==> src/rtl/tdm_demux_pkg.sv <==
// Shared types and helpers for the TDM 1:8 demultiplexer.
package tdm_demux_pkg;

    localparam int unsigned LANES_DEF = 8;

    typedef enum logic [0:0] {
        StIdle,
        StCollect
    } state_e;

    // Even parity bit for a data word. Narrower words are zero-extended by
    // the caller, which leaves the parity unchanged.
    function automatic logic even_parity(input logic [31:0] word);
        return ^word;
    endfunction

endpackage

==> src/rtl/tdm_slot_ctr.sv <==
// Wrapping slot counter: loads 1 on frame start, advances per accepted
// sample and wraps to 0 after the last slot of the frame.
module tdm_slot_ctr #(
    parameter  int unsigned Modulus = 8,
    localparam int unsigned W       = $clog2(Modulus)
) (
    input  logic         clk_i,
    input  logic         rst_i,
    input  logic         load_i,
    input  logic         adv_i,
    output logic [W-1:0] slot_o,
    output logic         last_o
);

    logic [W-1:0] cnt_q, cnt_d;

    // Next-count: frame start wins over advance.
    always_comb begin
        last_o = (cnt_q == W'(Modulus - 1));
        cnt_d  = cnt_q;
        if (load_i) begin
            cnt_d = W'(1);
        end else if (adv_i) begin
            cnt_d = last_o ? '0 : cnt_q + W'(1);
        end
    end

    // Counter register with synchronous reset.
    always_ff @(posedge clk_i) begin
        if (rst_i) begin
            cnt_q <= '0;
        end else begin
            cnt_q <= cnt_d;
        end
    end

    assign slot_o = cnt_q;

endmodule

==> src/rtl/tdm_demux8.sv <==
// TDM 1:LANES demultiplexer: collects one serial sample per slot into a
// word and hands it to the consumer through a valid/ready holding register.
// Optional build macro TDM_DEMUX_PARITY_EN appends an even-parity slot.
module tdm_demux8
    import tdm_demux_pkg::*;
#(
    parameter  int unsigned LANES = LANES_DEF,
    localparam int unsigned SEL_W = $clog2(LANES)
) (
    input  logic             clk,
    input  logic             rst,
    input  logic             din,
    input  logic             din_valid,
    input  logic             frame_start,
    output logic [LANES-1:0] dout,
    output logic             dout_valid,
    input  logic             dout_ready,
    output logic [SEL_W-1:0] slot,
    output logic             overrun,
    output logic             sync_err,
    output logic             par_err
);

`ifdef TDM_DEMUX_PARITY_EN
    localparam int unsigned FRAME = LANES + 1;
`else
    localparam int unsigned FRAME = LANES;
`endif
    localparam int unsigned CTR_W = $clog2(FRAME);

    state_e           state_q, state_d;
    logic [LANES-1:0] shift_q, shift_d;
    logic [LANES-1:0] dout_q, dout_d;
    logic             dout_valid_q, dout_valid_d;
    logic             overrun_q, overrun_d;
    logic             sync_err_q, sync_err_d;
    logic             par_err_q, par_err_d;

    logic [CTR_W-1:0] cnt;
    logic             last_slot;
    logic             start, adv, complete;
    logic [LANES-1:0] word;
    logic             word_ok;

    tdm_slot_ctr #(
        .Modulus (FRAME)
    ) u_slot_ctr (
        .clk_i  (clk),
        .rst_i  (rst),
        .load_i (start),
        .adv_i  (adv),
        .slot_o (cnt),
        .last_o (last_slot)
    );

    // Frame FSM and sample capture; frame_start always restarts at slot 0.
    always_comb begin
        start    = din_valid && frame_start;
        adv      = din_valid && !frame_start && (state_q == StCollect);
        complete = adv && last_slot;
        state_d  = state_q;
        shift_d  = shift_q;
        if (start) begin
            state_d    = StCollect;
            shift_d    = '0;
            shift_d[0] = din;
        end else if (adv) begin
            // The parity slot index matches no lane, so it writes nothing.
            for (int i = 0; i < int'(LANES); i++) begin
                if (cnt == CTR_W'(i)) begin
                    shift_d[i] = din;
                end
            end
            if (last_slot) begin
                state_d = StIdle;
            end
        end
    end

    // Output holding register and error pulses.
    always_comb begin
`ifdef TDM_DEMUX_PARITY_EN
        word    = shift_q;
        word_ok = (even_parity(32'(shift_q)) == din);
`else
        word    = shift_d;
        word_ok = 1'b1;
`endif
        dout_d       = dout_q;
        dout_valid_d = dout_valid_q && !dout_ready;
        overrun_d    = 1'b0;
        sync_err_d   = start && (state_q == StCollect);
        par_err_d    = 1'b0;
        if (complete) begin
            if (!word_ok) begin
                par_err_d = 1'b1;
            end else if (!dout_valid_d) begin
                dout_d       = word;
                dout_valid_d = 1'b1;
            end else begin
                overrun_d = 1'b1;
            end
        end
    end

    // State registers with synchronous reset.
    always_ff @(posedge clk) begin
        if (rst) begin
            state_q      <= StIdle;
            shift_q      <= '0;
            dout_q       <= '0;
            dout_valid_q <= 1'b0;
            overrun_q    <= 1'b0;
            sync_err_q   <= 1'b0;
            par_err_q    <= 1'b0;
        end else begin
            state_q      <= state_d;
            shift_q      <= shift_d;
            dout_q       <= dout_d;
            dout_valid_q <= dout_valid_d;
            overrun_q    <= overrun_d;
            sync_err_q   <= sync_err_d;
            par_err_q    <= par_err_d;
        end
    end

    assign dout       = dout_q;
    assign dout_valid = dout_valid_q;
    assign slot       = cnt[SEL_W-1:0];
    assign overrun    = overrun_q;
    assign sync_err   = sync_err_q;
    assign par_err    = par_err_q;

endmodule

==> config.mk <==
export PLATFORM = sky130hd
export DESIGN_NAME = tdm_demux8
export DESIGN_NICKNAME = d
export VERILOG_FILES = /design/src/rtl/tdm_demux_pkg.sv /design/src/rtl/tdm_slot_ctr.sv /design/src/rtl/tdm_demux8.sv
export SDC_FILE = /design/constraint.sdc
export NUM_CORES = 1
export LEC_CHECK = 0
export BUFFER_PORTS_ARGS = -buffer_cell sky130_fd_sc_hd__buf_4
export CAP_MARGIN = 20
export CELL_PAD_IN_SITES_DETAIL_PLACEMENT = 2
export CELL_PAD_IN_SITES_GLOBAL_PLACEMENT = 2
export CORE_MARGIN = 3
export CORE_UTILIZATION = 29
export CTS_CLUSTER_DIAMETER = 150
export DETAILED_ROUTE_END_ITERATION = 8
export PLACE_DENSITY_LB_ADDON = 0.1
export SYNTH_ARGS = -nofsm -noshare
export SYNTH_HDL_FRONTEND = slang
export SYNTH_SLANG_ARGS = --single-unit
==> constraint.sdc <==
create_clock -name clk -period 1.6 [get_ports clk]
set_clock_uncertainty 0.05 [all_clocks]
set_input_delay 0.08 -clock clk [delete_from_list [all_inputs] [get_ports clk]]
set_output_delay 0.08 -clock clk [all_outputs]
set_load 0.05 [all_outputs]
=== After elaboration in Yosys (flattened, before gate mapping) ===
Index checks and enable logic that the tools add are counted.

* Output and inout port bits: 15
* Bits in registers: 23

* Muxes and demuxes: 18
* $add $sub $neg: 1
* Equal/unequal tests: 7
* Reductions and logical operators: 15
* Bitwise operators: 2

{| class="wikitable"
|+ Operators by type and width
! cell !! count
|-
| 8-bit 2-to-1 mux || 2
|-
| 1-bit 2-to-1 mux || 15
|-
| 3-bit equality test, second input constant || 4
|-
| 3-bit by 2-bit equality test with 1-bit output, second input constant || 2
|-
| 1-bit logical AND || 6
|-
| 2-bit AND reduction || 2
|-
| 2-bit nonzero test || 2
|-
| 2-bit OR reduction || 2
|-
| 3-bit by 1-bit adder with 3-bit output, second input constant || 1
|-
| 3-bit by 1-bit equality test with 1-bit output, second input constant || 1
|-
| 3-bit logical NOT || 1
|-
| 3-bit 2-to-1 mux || 1
|-
| 1-bit logical NOT || 2
|-
| 1-bit inverter || 2
|}

=== Longest topological paths before layout ===
Gate-level depths: netlist of the first run.

* Depth in word-level cells: 6
* Gate-level depth with buffers: 6
* Mapped depth without buffers: 5

=== Hierarchy ===
A second synthesis of the first run with hierarchy kept.

* Cell total of the unflattened synthesis: 116
* Area total of the unflattened synthesis: 1132.3 um^2

{| class="wikitable"
|+ By module, submodules not included
! module !! times used !! cells an instance !! area each (um^2) !! sequential area each (um^2)
|-
| tdm_demux8 || 1 || 103 || 992.2 || 400.4
|-
| tdm_slot_ctr || 1 || 13 || 140.1 || 60.1
|}

=== Worst setup path before layout of the first run ===
OpenSTA, ideal clock, no wires.

* Path type: register to register
* Start: register u_slot_ctr.cnt_q[0], in the netlist u_slot_ctr.slot_o[0]
* End: register dout_q[3], in the netlist dout[3]
* Buffers on the path: 1
* Arrival time: 1.895 ns
* Cell stages (with the launch flop): 7
* Setup slack: -0.417 ns
* Path through: dfxtp_1 > ha_1 > ha_1 > nand4b_4 > or3_1 > buf_2 > o22ai_2

* Word-level cells in the longest chain between the ends: 4
* Elaborated cells between the ends (all ways): 7

{| class="wikitable"
|+ RTL lines
! what !! line !! RTL
|-
| from (decl) || tdm_slot_ctr.sv:15 || <nowiki>logic [W-1:0] cnt_q, cnt_d;</nowiki>
|-
| from (signal assigned) || tdm_slot_ctr.sv:33 || <nowiki>cnt_q <= cnt_d;</nowiki>
|-
| 3-bit by 2-bit equality test with 1-bit output || tdm_demux8.sv:70 || <nowiki>if (cnt == CTR_W'(i)) begin</nowiki>
|-
| 1-bit 2-to-1 mux || tdm_demux8.sv:70 ||
|-
| 8-bit 2-to-1 mux || tdm_demux8.sv:67 || <nowiki>end else if (adv) begin</nowiki>
|-
| 8-bit 2-to-1 mux || tdm_demux8.sv:63 || <nowiki>if (start) begin</nowiki>
|-
| to (signal assigned) || tdm_demux8.sv:119 || <nowiki>dout_q <= dout_d;</nowiki>
|-
| to (decl) || tdm_demux8.sv:33 || <nowiki>logic [LANES-1:0] dout_q, dout_d;</nowiki>
|}

Several ways; a longest one is shown, not always the timed one.
A chain may end at the register's enable or synchronous reset.

=== Final worst setup path of the first run ===
* Start: register u_slot_ctr.cnt_q[1], in the netlist u_slot_ctr.slot_o[1]
* End: register dout_q[3], in the netlist dout[3]

The elaborated chain is that of the path after synthesis.

==> flow_metrics.py, run 1 <==
metrics = {
    "job": {
        "maxCapViolations": 0,
    },
    "global_routing": {
        "grt_pass1_vias": 878,
        "grt_max_degree": 16,
        "antenna_found_initial": 0,
        "gr-total-overflow": 0,
        "grt_pass1_wl_um": 4140,
        "track_usage_pct": 12.2,
    },
    "routing": {
        "num_vias": 822,
        "drt-total-wl_um": 2450,
        "viasPerCell": 4.92,
        "drc": 0,
        "drt_first_pass_iters": 4,
        "wire_per_inst_um": 14.7,
        "drtIter0Drc": 28,
        "ant_nets": 0,
    },
    "floorplanning": {
        "die-width_um": 65.1,
        "io_pins": 21,
        "die-area_um2": 4240,
        "initial_core_util_pct": 31.9,
        "fp-row-count": 20,
        "dieHeight_um": 65.1,
        "core-area_um2": 3180,
    },
    "hold_path": {
        "whs_path_depth": 3,
        "hold_class": "input pin to register",
    },
    "timing": {
        "finalSetupViolCount": 0,
        "hold_viol_final": 0,
        "layout_worst_path_cycle_share_pct": 94.3,
        "timing.final.max_slew_violations": 0,
        "finalCriticalPeriod_ns": 1.51,
        "max_freq_mhz": 663,
        "rsz0062_at_grt": "no",
        "fin_ws_ns": 0.0915,
        "setup_tns_ns": 0,
    },
    "placed_design": {
        "dp_slack_ns": 0.0529,
        "dpl.cell_count": 162,
        "dp.final_hpwl_um": 1910,
        "port_buffers": 19,
        "place.gp.congestion": 0.710,
    },
    "synth": {
        "synth_area_um2": 1010,
        "ys_top_cells_by_area": "dfxtp_1 (44%), ha_1 (8.7%), mux2i_1 (4.9%)",
        "ys_warn_count": 0,
        "yosysUniqueCellTypes": 32,
        "syn_avg_cell_area_um2": 9.83,
        "synth-seq-area-share_pct": 43.5,
        "synth_nets": 116,
        "synth_top_area_share_pct": 43.5,
        "yosysTopAreaCell": "dfxtp_1",
        "ys_ff_latch": 22,
        "synthesis.instances": 103,
    },
    "finish": {
        "drive_above_1_share_pct": 29.3,
        "final_common_cell": "buf_4",
        "diodes": 0,
        "synthToLayoutAreaGrowth_pct": 27.6,
        "fin_nets": 137,
        "final_cell_mix": "buf_4 (21), dfxtp_1 (19), a21oi_1 (9), nor2_1 (7), nand2_1 (6)",
        "final-instance-count-excl-fill": 167,
    },
    "worst_setup_path": {
        "worstPathRequired_ns": 1.80,
        "critPathMaxFanout": 6,
        "worstSetupEndpointType": "register",
        "reg2regPathDepth": 5,
        "criticalPathCategory": "register to register",
        "critPathLaunchType": "register",
        "crit_arrival_ns": 1.70,
    },
    "clocking": {
        "cts_tree": "done",
        "cts_made_buffers": 3,
        "cts_buffer_depth": 2,
        "cts_root_buf": "clkbuf_4",
        "cts_num_sinks": 22,
        "ctsHtreeMaxLevel": 1,
        "insertion_delay_ns": 0.31,
        "clkTransAtPathRegs_ns": 0.13,
    },
    "outcome": {
        "status": "completed",
    },
    "power": {
        "p_per_area_nw_per_um2": 840,
        "p_leak_nw": 0.556,
        "peakVddDrop_uv": 398,
    },
}
## critical path, stage by stage (launching register included)
cell	delay (ns)
dfxtp_4	0.40
ha_4	0.16
ha_4	0.15
nand4b_4	0.13
or3_4	0.39
o22ai_2	0.16
## through the flow
step                utilization [%]  cell area [um^2]  hold slack (ns)  power (mW)
floorplan                         -              1050            0.178       0.635
global placement               38.5              1220            0.292       0.666
detailed placement             38.5              1220            0.298       0.668
CTS                            40.5              1290           0.0107        1.10
global route                   40.6              1290           0.0210        1.13
finish                         40.6              1290           0.0261        1.09
## final timing paths
kind,start,to,slack (ns)
hold reg to reg,shift_q[3],shift_q[3],0.43
hold / removal,din,dout[7],0.03
setup reg to reg,u_slot_ctr.slot_o[1],dout[3],0.09
setup / recovery,u_slot_ctr.slot_o[1],dout[3],0.09
## layer usage
metal  GRT usage [%]  part of all wire [%]  vias up
li1                -                     -      405
met1            15.8                    49      401
met2            20.8                    47       14
met3            2.25                   3.7        2
met4            3.11                  0.61        0
met5               0                     0        -
## cells in the mapped netlist, drive strengths merged
cell type	instances
mux2i	5
a211oi	1
inv	4
nand3	2
nand4	4
or3	1
o21ai	3
nand3b	1
nand2	6
a21bo	2
o2bb2ai	5
nand2b	3
dfxtp	22
buf	6
nor3b	2
or2	1
and3b	1
nor2b	1
nand4b	4
nor3	1
a21oi	9
a21o	1
nor2	7
ha	7
and4b	1
a311oi	1
o22ai	1
conb	1
## final cells by class
| class | instances | area [um^2] |
|---|---|---|
| fill | 354 | 1890 |
| multi-input combinational | 71 | 549 |
| sequential | 22 | 452 |
| timing repair buffer | 22 | 168 |
| tap | 44 | 55.1 |
| clock inverter | 1 | 30.0 |
| clock buffer | 3 | 22.5 |
| inverter | 4 | 15.0 |
## what timing repair did
action,CTS,global route
hold buffers,1,0
hold endpoints to repair,9,0
resized for setup,0,1
setup buffers,0,0
setup endpoints to repair,0,6
## logic make-up after synthesis
logic type / Yosys count / synth area share [%]
buffers and inverters: 10 / 5.19
AO/OA/AOI/OAI: 23 / 15.8
multiplexers: 5 / 4.94
AND/OR/NAND/NOR: 35 / 21.5
flip-flops: 22 / 43.5
other: 1 / 0.370
adder cells (fa/ha/maj): 7 / 8.65
## sequential cells by signal, indices dropped and copies added (netlist names)
register	count
u_slot_ctr.slot_o	3
dout	8
dout_valid	1
shift_q	7
sync_err	1
overrun	1
state_q	1
## where the power goes
group          total [mW]  switching, mW  internal (mW)
clock network       0.429          0.176          0.253
registers           0.563         0.0115          0.551
logic              0.0930         0.0587         0.0343
total                1.09          0.246          0.839
(Power assumes the default switching activity.)
==> run 2: changes to the inputs <==
- CELL_PAD_IN_SITES_DETAIL_PLACEMENT: 2 -> 1
- CELL_PAD_IN_SITES_GLOBAL_PLACEMENT: 2 -> 1
- CORE_UTILIZATION: 29 -> 36
==> run 2 against run 1 <==
  * Combinational power increased by 4.4%
  * Critical endpoint unchanged
  * Global-route usage grew 4.1 points
  * First-iteration DRC count decreased by 3.6%
  * Wire length fell by 2.9%
  * Highest routed layer unchanged
==> flow_metrics.py, run 2 (synthesis results as in run 1) <==
metrics = {
    "clocking": {
        "cts_buffer_depth": 2,
        "cts_tree": "done",
        "cts_root_buf": "clkbuf_4",
        "clkTransAtPathRegs_ns": 0.13,
        "cts_setup_buffers": 0,
        "insertion_delay_ns": 0.32,
        "cts_made_buffers": 3,
        "cts_num_sinks": 22,
        "ctsHtreeMaxLevel": 1,
    },
    "floorplanning": {
        "die-area_um2": 3480,
        "die-width_um": 59.0,
        "dieHeight_um": 59.0,
        "io_pins": 21,
        "initial_core_util_pct": 39.4,
        "fp-row-count": 18,
        "core-area_um2": 2570,
    },
    "global_routing": {
        "grt_pass1_wl_um": 4270,
        "track_usage_pct": 16.3,
        "antenna_found_initial": 0,
        "gr-total-overflow": 0,
        "grt_max_degree": 16,
        "grt_pass1_vias": 894,
    },
    "finish": {
        "synthToLayoutAreaGrowth_pct": 26.6,
        "fillerInstances": 315,
        "drive_above_1_share_pct": 29.8,
        "fin_nets": 138,
        "multiInputGateArea_um2": 549,
        "final_common_cell": "buf_4",
        "largest_reg_flops": 8,
        "regArea_um2": 452,
        "final_cell_mix": "buf_4 (22), dfxtp_1 (19), a21oi_1 (9), nor2_1 (7), nand2_1 (6)",
        "diodes": 0,
    },
    "timing": {
        "rsz0062_at_grt": "no",
        "setup_tns_ns": 0,
        "finalCriticalPeriod_ns": 1.50,
        "hold_viol_final": 0,
        "layout_worst_path_cycle_share_pct": 93.6,
        "fin_ws_ns": 0.102,
        "finalSetupViolCount": 0,
        "max_freq_mhz": 668,
        "timing.final.max_slew_violations": 0,
    },
    "placed_design": {
        "port_buffers": 19,
        "place.gp.congestion": 0.676,
        "dp_slack_ns": 0.0583,
        "dp.final_hpwl_um": 1820,
    },
    "routing": {
        "drtIter0Drc": 27,
        "drt-total-wl_um": 2380,
        "drc": 0,
        "wire_per_inst_um": 15.5,
        "viasPerCell": 5.38,
        "ant_nets": 0,
        "drt_first_pass_iters": 4,
        "num_vias": 829,
    },
    "job": {
        "maxCapViolations": 0,
    },
    "worst_setup_path": {
        "reg2regPathDepth": 5,
        "r2r_start": "u_slot_ctr.slot_o[0]",
        "criticalPathCategory": "register to register",
        "crit_start": "u_slot_ctr.slot_o[0]",
        "critPathMaxFanout": 6,
        "crit_arrival_ns": 1.70,
        "critPathLaunchType": "register",
        "worstPathRequired_ns": 1.81,
        "worstSetupEndpointType": "register",
    },
    "power": {
        "p_leak_nw": 0.561,
        "p_clk_share_pct": 39.8,
        "p_per_area_nw_per_um2": 853,
        "peakVddDrop_uv": 562,
        "combPwrFrac_pct": 8.9,
        "p_int_mw": 0.841,
        "power.switching_fraction_pct": 23.0,
        "switchingPower_mw": 0.252,
        "power_frac_seq_pct": 51.3,
    },
    "hold_path": {
        "hp-start": "din",
        "whs_path_depth": 3,
        "hold_class": "input pin to register",
    },
    "outcome": {
        "status": "completed",
    },
}
-- run 2: cell types whose count changed in the layout (fill, tap and decap cells not counted), sizes merged --
cell  change
buf       +1
-- run 2: routing by layer --
layer	vias up	global-route usage [%]	share of wire (%)
li1	407	-	-
met1	394	21.5	46
met2	24	26.7	48
met3	4	2.18	4.4
met4	0	6.80	1.3
met5	-	0	0
-- run 2: cell type report --
class / instances / share of cell area [%]
Sequential cell: 22 / 35.3
Multi-Input combinational cell: 71 / 42.9
Tap cell: 30 / 2.93
Clock inverter: 1 / 2.34
Inverter: 4 / 1.17
Timing Repair Buffer: 23 / 13.7
Clock buffer: 3 / 1.76
-- run 2: final timing paths --
kind	end	slack, ns
setup / recovery	dout[3]	0.10
hold / removal	dout[7]	0.02
setup reg to reg	dout[3]	0.10
hold reg to reg	shift_q[3]	0.43
-- run 2: through the flow --
stage	instances	power, mW	util, %	hold WS (ns)	instance area [um^2]
final	154	1.09	49.9	0.0181	1280
after detailed placement	149	0.669	47.3	0.291	1210
after global routing	154	1.13	49.9	0.0271	1280
after global placement	149	0.666	47.3	0.290	1210
after floorplan	103	0.635	-	0.178	1050
after CTS	154	1.10	49.7	0.0141	1280
-- run 2: power by group through the flow --
stage                     Clock (mW)  Sequential, mW  Combinational [mW]
after floorplan                    0           0.583              0.0519
after global placement             0           0.573              0.0934
after detailed placement           0           0.574              0.0952
after CTS                      0.445           0.561              0.0977
after global routing           0.461           0.563               0.108
final                          0.435           0.561              0.0971
-- run 2: critical path: stages, from the launching register on --
cell and delay [ns]:
dfxtp_4 0.41, ha_4 0.16, ha_4 0.15, nand4b_4 0.12
or3_4 0.39, o22ai_2 0.16
-- run 2: timing repair --
item / CTS / global route
setup endpoints to repair: 0 / 6
endpoints found under the hold margin: 9 / 0
gates resized for setup: 0 / 1
hold buffers: 1 / 0
==> run 3: changes to the inputs <==
- BUFFER_PORTS_ARGS: -buffer_cell sky130_fd_sc_hd__buf_4 -> unset
- CORE_UTILIZATION: 36 -> 41
- DONT_BUFFER_PORTS: unset -> 1
==> run 3 against run 2 <==
  * Clock-buffer cell count grew 1
  * Die area shrank 11%
  * Sequential share of layout area grew 0.38 points
  * Global-route usage grew 0.67 points
  * Total power shrank 12%
==> flow_metrics.py, run 3 (synthesis results as in run 1) <==
metrics = {
    "timing": {
        "max_freq_mhz": 672,
        "layout_worst_path_cycle_share_pct": 93.0,
        "hold_viol_final": 0,
        "finalCriticalPeriod_ns": 1.49,
        "setup_tns_ns": 0,
        "timing.final.max_slew_violations": 0,
        "finalSetupViolCount": 0,
        "hold_slack_ns": 0.0185,
        "rsz0062_at_grt": "no",
    },
    "global_routing": {
        "grt_pass1_vias": 899,
        "track_usage_pct": 17.0,
        "antenna_found_initial": 0,
        "grt_pass1_wl_um": 4170,
        "grt_max_degree": 13,
        "gr-total-overflow": 0,
    },
    "finish": {
        "fillerInstances": 261,
        "synthToLayoutAreaGrowth_pct": 25.2,
        "largest_reg_flops": 8,
        "final_cell_mix": "dfxtp_1 (19), buf_4 (16), a21oi_1 (9), nor2_1 (7)",
        "fin_nets": 137,
        "diodes": 0,
        "drive_above_1_share_pct": 25.2,
        "final_common_cell": "dfxtp_1",
    },
    "floorplanning": {
        "die-area_um2": 3100,
        "fp-row-count": 17,
        "dieHeight_um": 55.7,
        "initial_core_util_pct": 44.5,
        "core-area_um2": 2280,
        "io_pins": 21,
        "die-width_um": 55.7,
    },
    "worst_setup_path": {
        "worstSetupEndpointType": "register",
        "worstPathRequired_ns": 1.80,
        "critPathMaxFanout": 6,
        "r2r_start": "u_slot_ctr.slot_o[0]",
        "critPathLaunchType": "register",
        "crit_start": "u_slot_ctr.slot_o[0]",
        "criticalPathCategory": "register to register",
        "crit_arrival_ns": 1.69,
    },
    "power": {
        "power.switching_fraction_pct": 24.0,
        "p_clk_share_pct": 31.8,
        "p_per_area_nw_per_um2": 755,
        "p_int_mw": 0.727,
        "power_frac_seq_pct": 58.7,
        "finalPower_mw": 0.957,
        "combPwrFrac_pct": 9.5,
        "switchingPower_mw": 0.230,
        "p_leak_nw": 0.544,
        "peakVddDrop_uv": 689,
    },
    "routing": {
        "drt_first_pass_iters": 3,
        "viasPerCell": 5.44,
        "num_vias": 822,
        "drt-total-wl_um": 2340,
        "drtIter0Drc": 12,
        "ant_nets": 0,
        "drc": 0,
        "wire_per_inst_um": 15.5,
    },
    "clocking": {
        "cts_tree": "done",
        "cts_setup_buffers": 0,
        "cts_root_buf": "clkbuf_4",
        "cts_made_buffers": 3,
        "ctsHtreeMaxLevel": 1,
        "cts_num_sinks": 22,
        "cts_buffer_depth": 2,
        "clkTransAtPathRegs_ns": 0.12,
        "insertion_delay_ns": 0.31,
    },
    "placed_design": {
        "place.gp.congestion": 0.742,
        "dp.final_hpwl_um": 1680,
        "port_buffers": 0,
    },
    "hold_path": {
        "hp-start": "din_valid",
        "hold_class": "input pin to register",
    },
    "outcome": {
        "status": "completed",
    },
    "job": {
        "maxCapViolations": 0,
    },
}
==> run 3: critical path: stages, from the launching register on <==
cell	delay, ns
dfxtp_4	0.39
ha_4	0.18
ha_4	0.17
and4b_1	0.23
a21oi_1	0.17
buf_4	0.15
o2bb2ai_1	0.10
==> run 3: layout make-up <==
type,instances,area (um^2),area share (%)
flip-flops and latches,22,452,35.6
inverters,4,15.0,1.18
clock buffers,4,36.3,2.86
well taps,28,35.0,2.76
multi-input cells,71,549,43.3
repair buffers,22,180,14.2
==> run 3: timing repair <==
action                                  4_1_cts  5_1_grt
hold buffers                                  5        1
endpoints found under the setup margin        0        1
endpoints found under the hold margin        11        6
resized for setup                             0        1
==> run 3: metrics by stage <==
stage | cells | setup slack, ns | area (um^2) | util (%)
floorplan | 103 | 0.0155 | 1050 | -
global route | 151 | 0.000777 | 1270 | 55.7
CTS | 150 | 0.0511 | 1250 | 55.0
global placement | 141 | 0.120 | 1170 | 51.2
finish | 151 | 0.112 | 1270 | 55.7
detailed placement | 141 | 0.101 | 1170 | 51.2
==> run 3: power by group through the flow <==
stage          clock network, mW  registers (mW)  logic (mW)
3_5_place_dp                   0           0.574      0.0705
2_1_floorplan                  0           0.583      0.0519
5_1_grt                    0.347           0.563      0.0986
4_1_cts                    0.323           0.562      0.0883
3_3_place_gp                   0           0.574      0.0681
6_report                   0.305           0.562      0.0904
==> run 3: routing by layer <==
layer	global-route usage (%)	up-vias	wire length (um)
met5	0	-	0
met4	7.29	0	47
met3	3.48	5	104
met2	26.9	18	1090
met1	22.2	392	1100
li1	-	407	-
==> run 3: final timing paths <==
check | endpoint | slack [ns] | depth (start not counted)
setup / recovery | dout[4] | 0.11 | 6
hold / removal | u_slot_ctr.slot_o[2] | 0.02 | 2
setup reg to reg | dout[4] | 0.11 | 6
hold reg to reg | shift_q[3] | 0.42 | 2
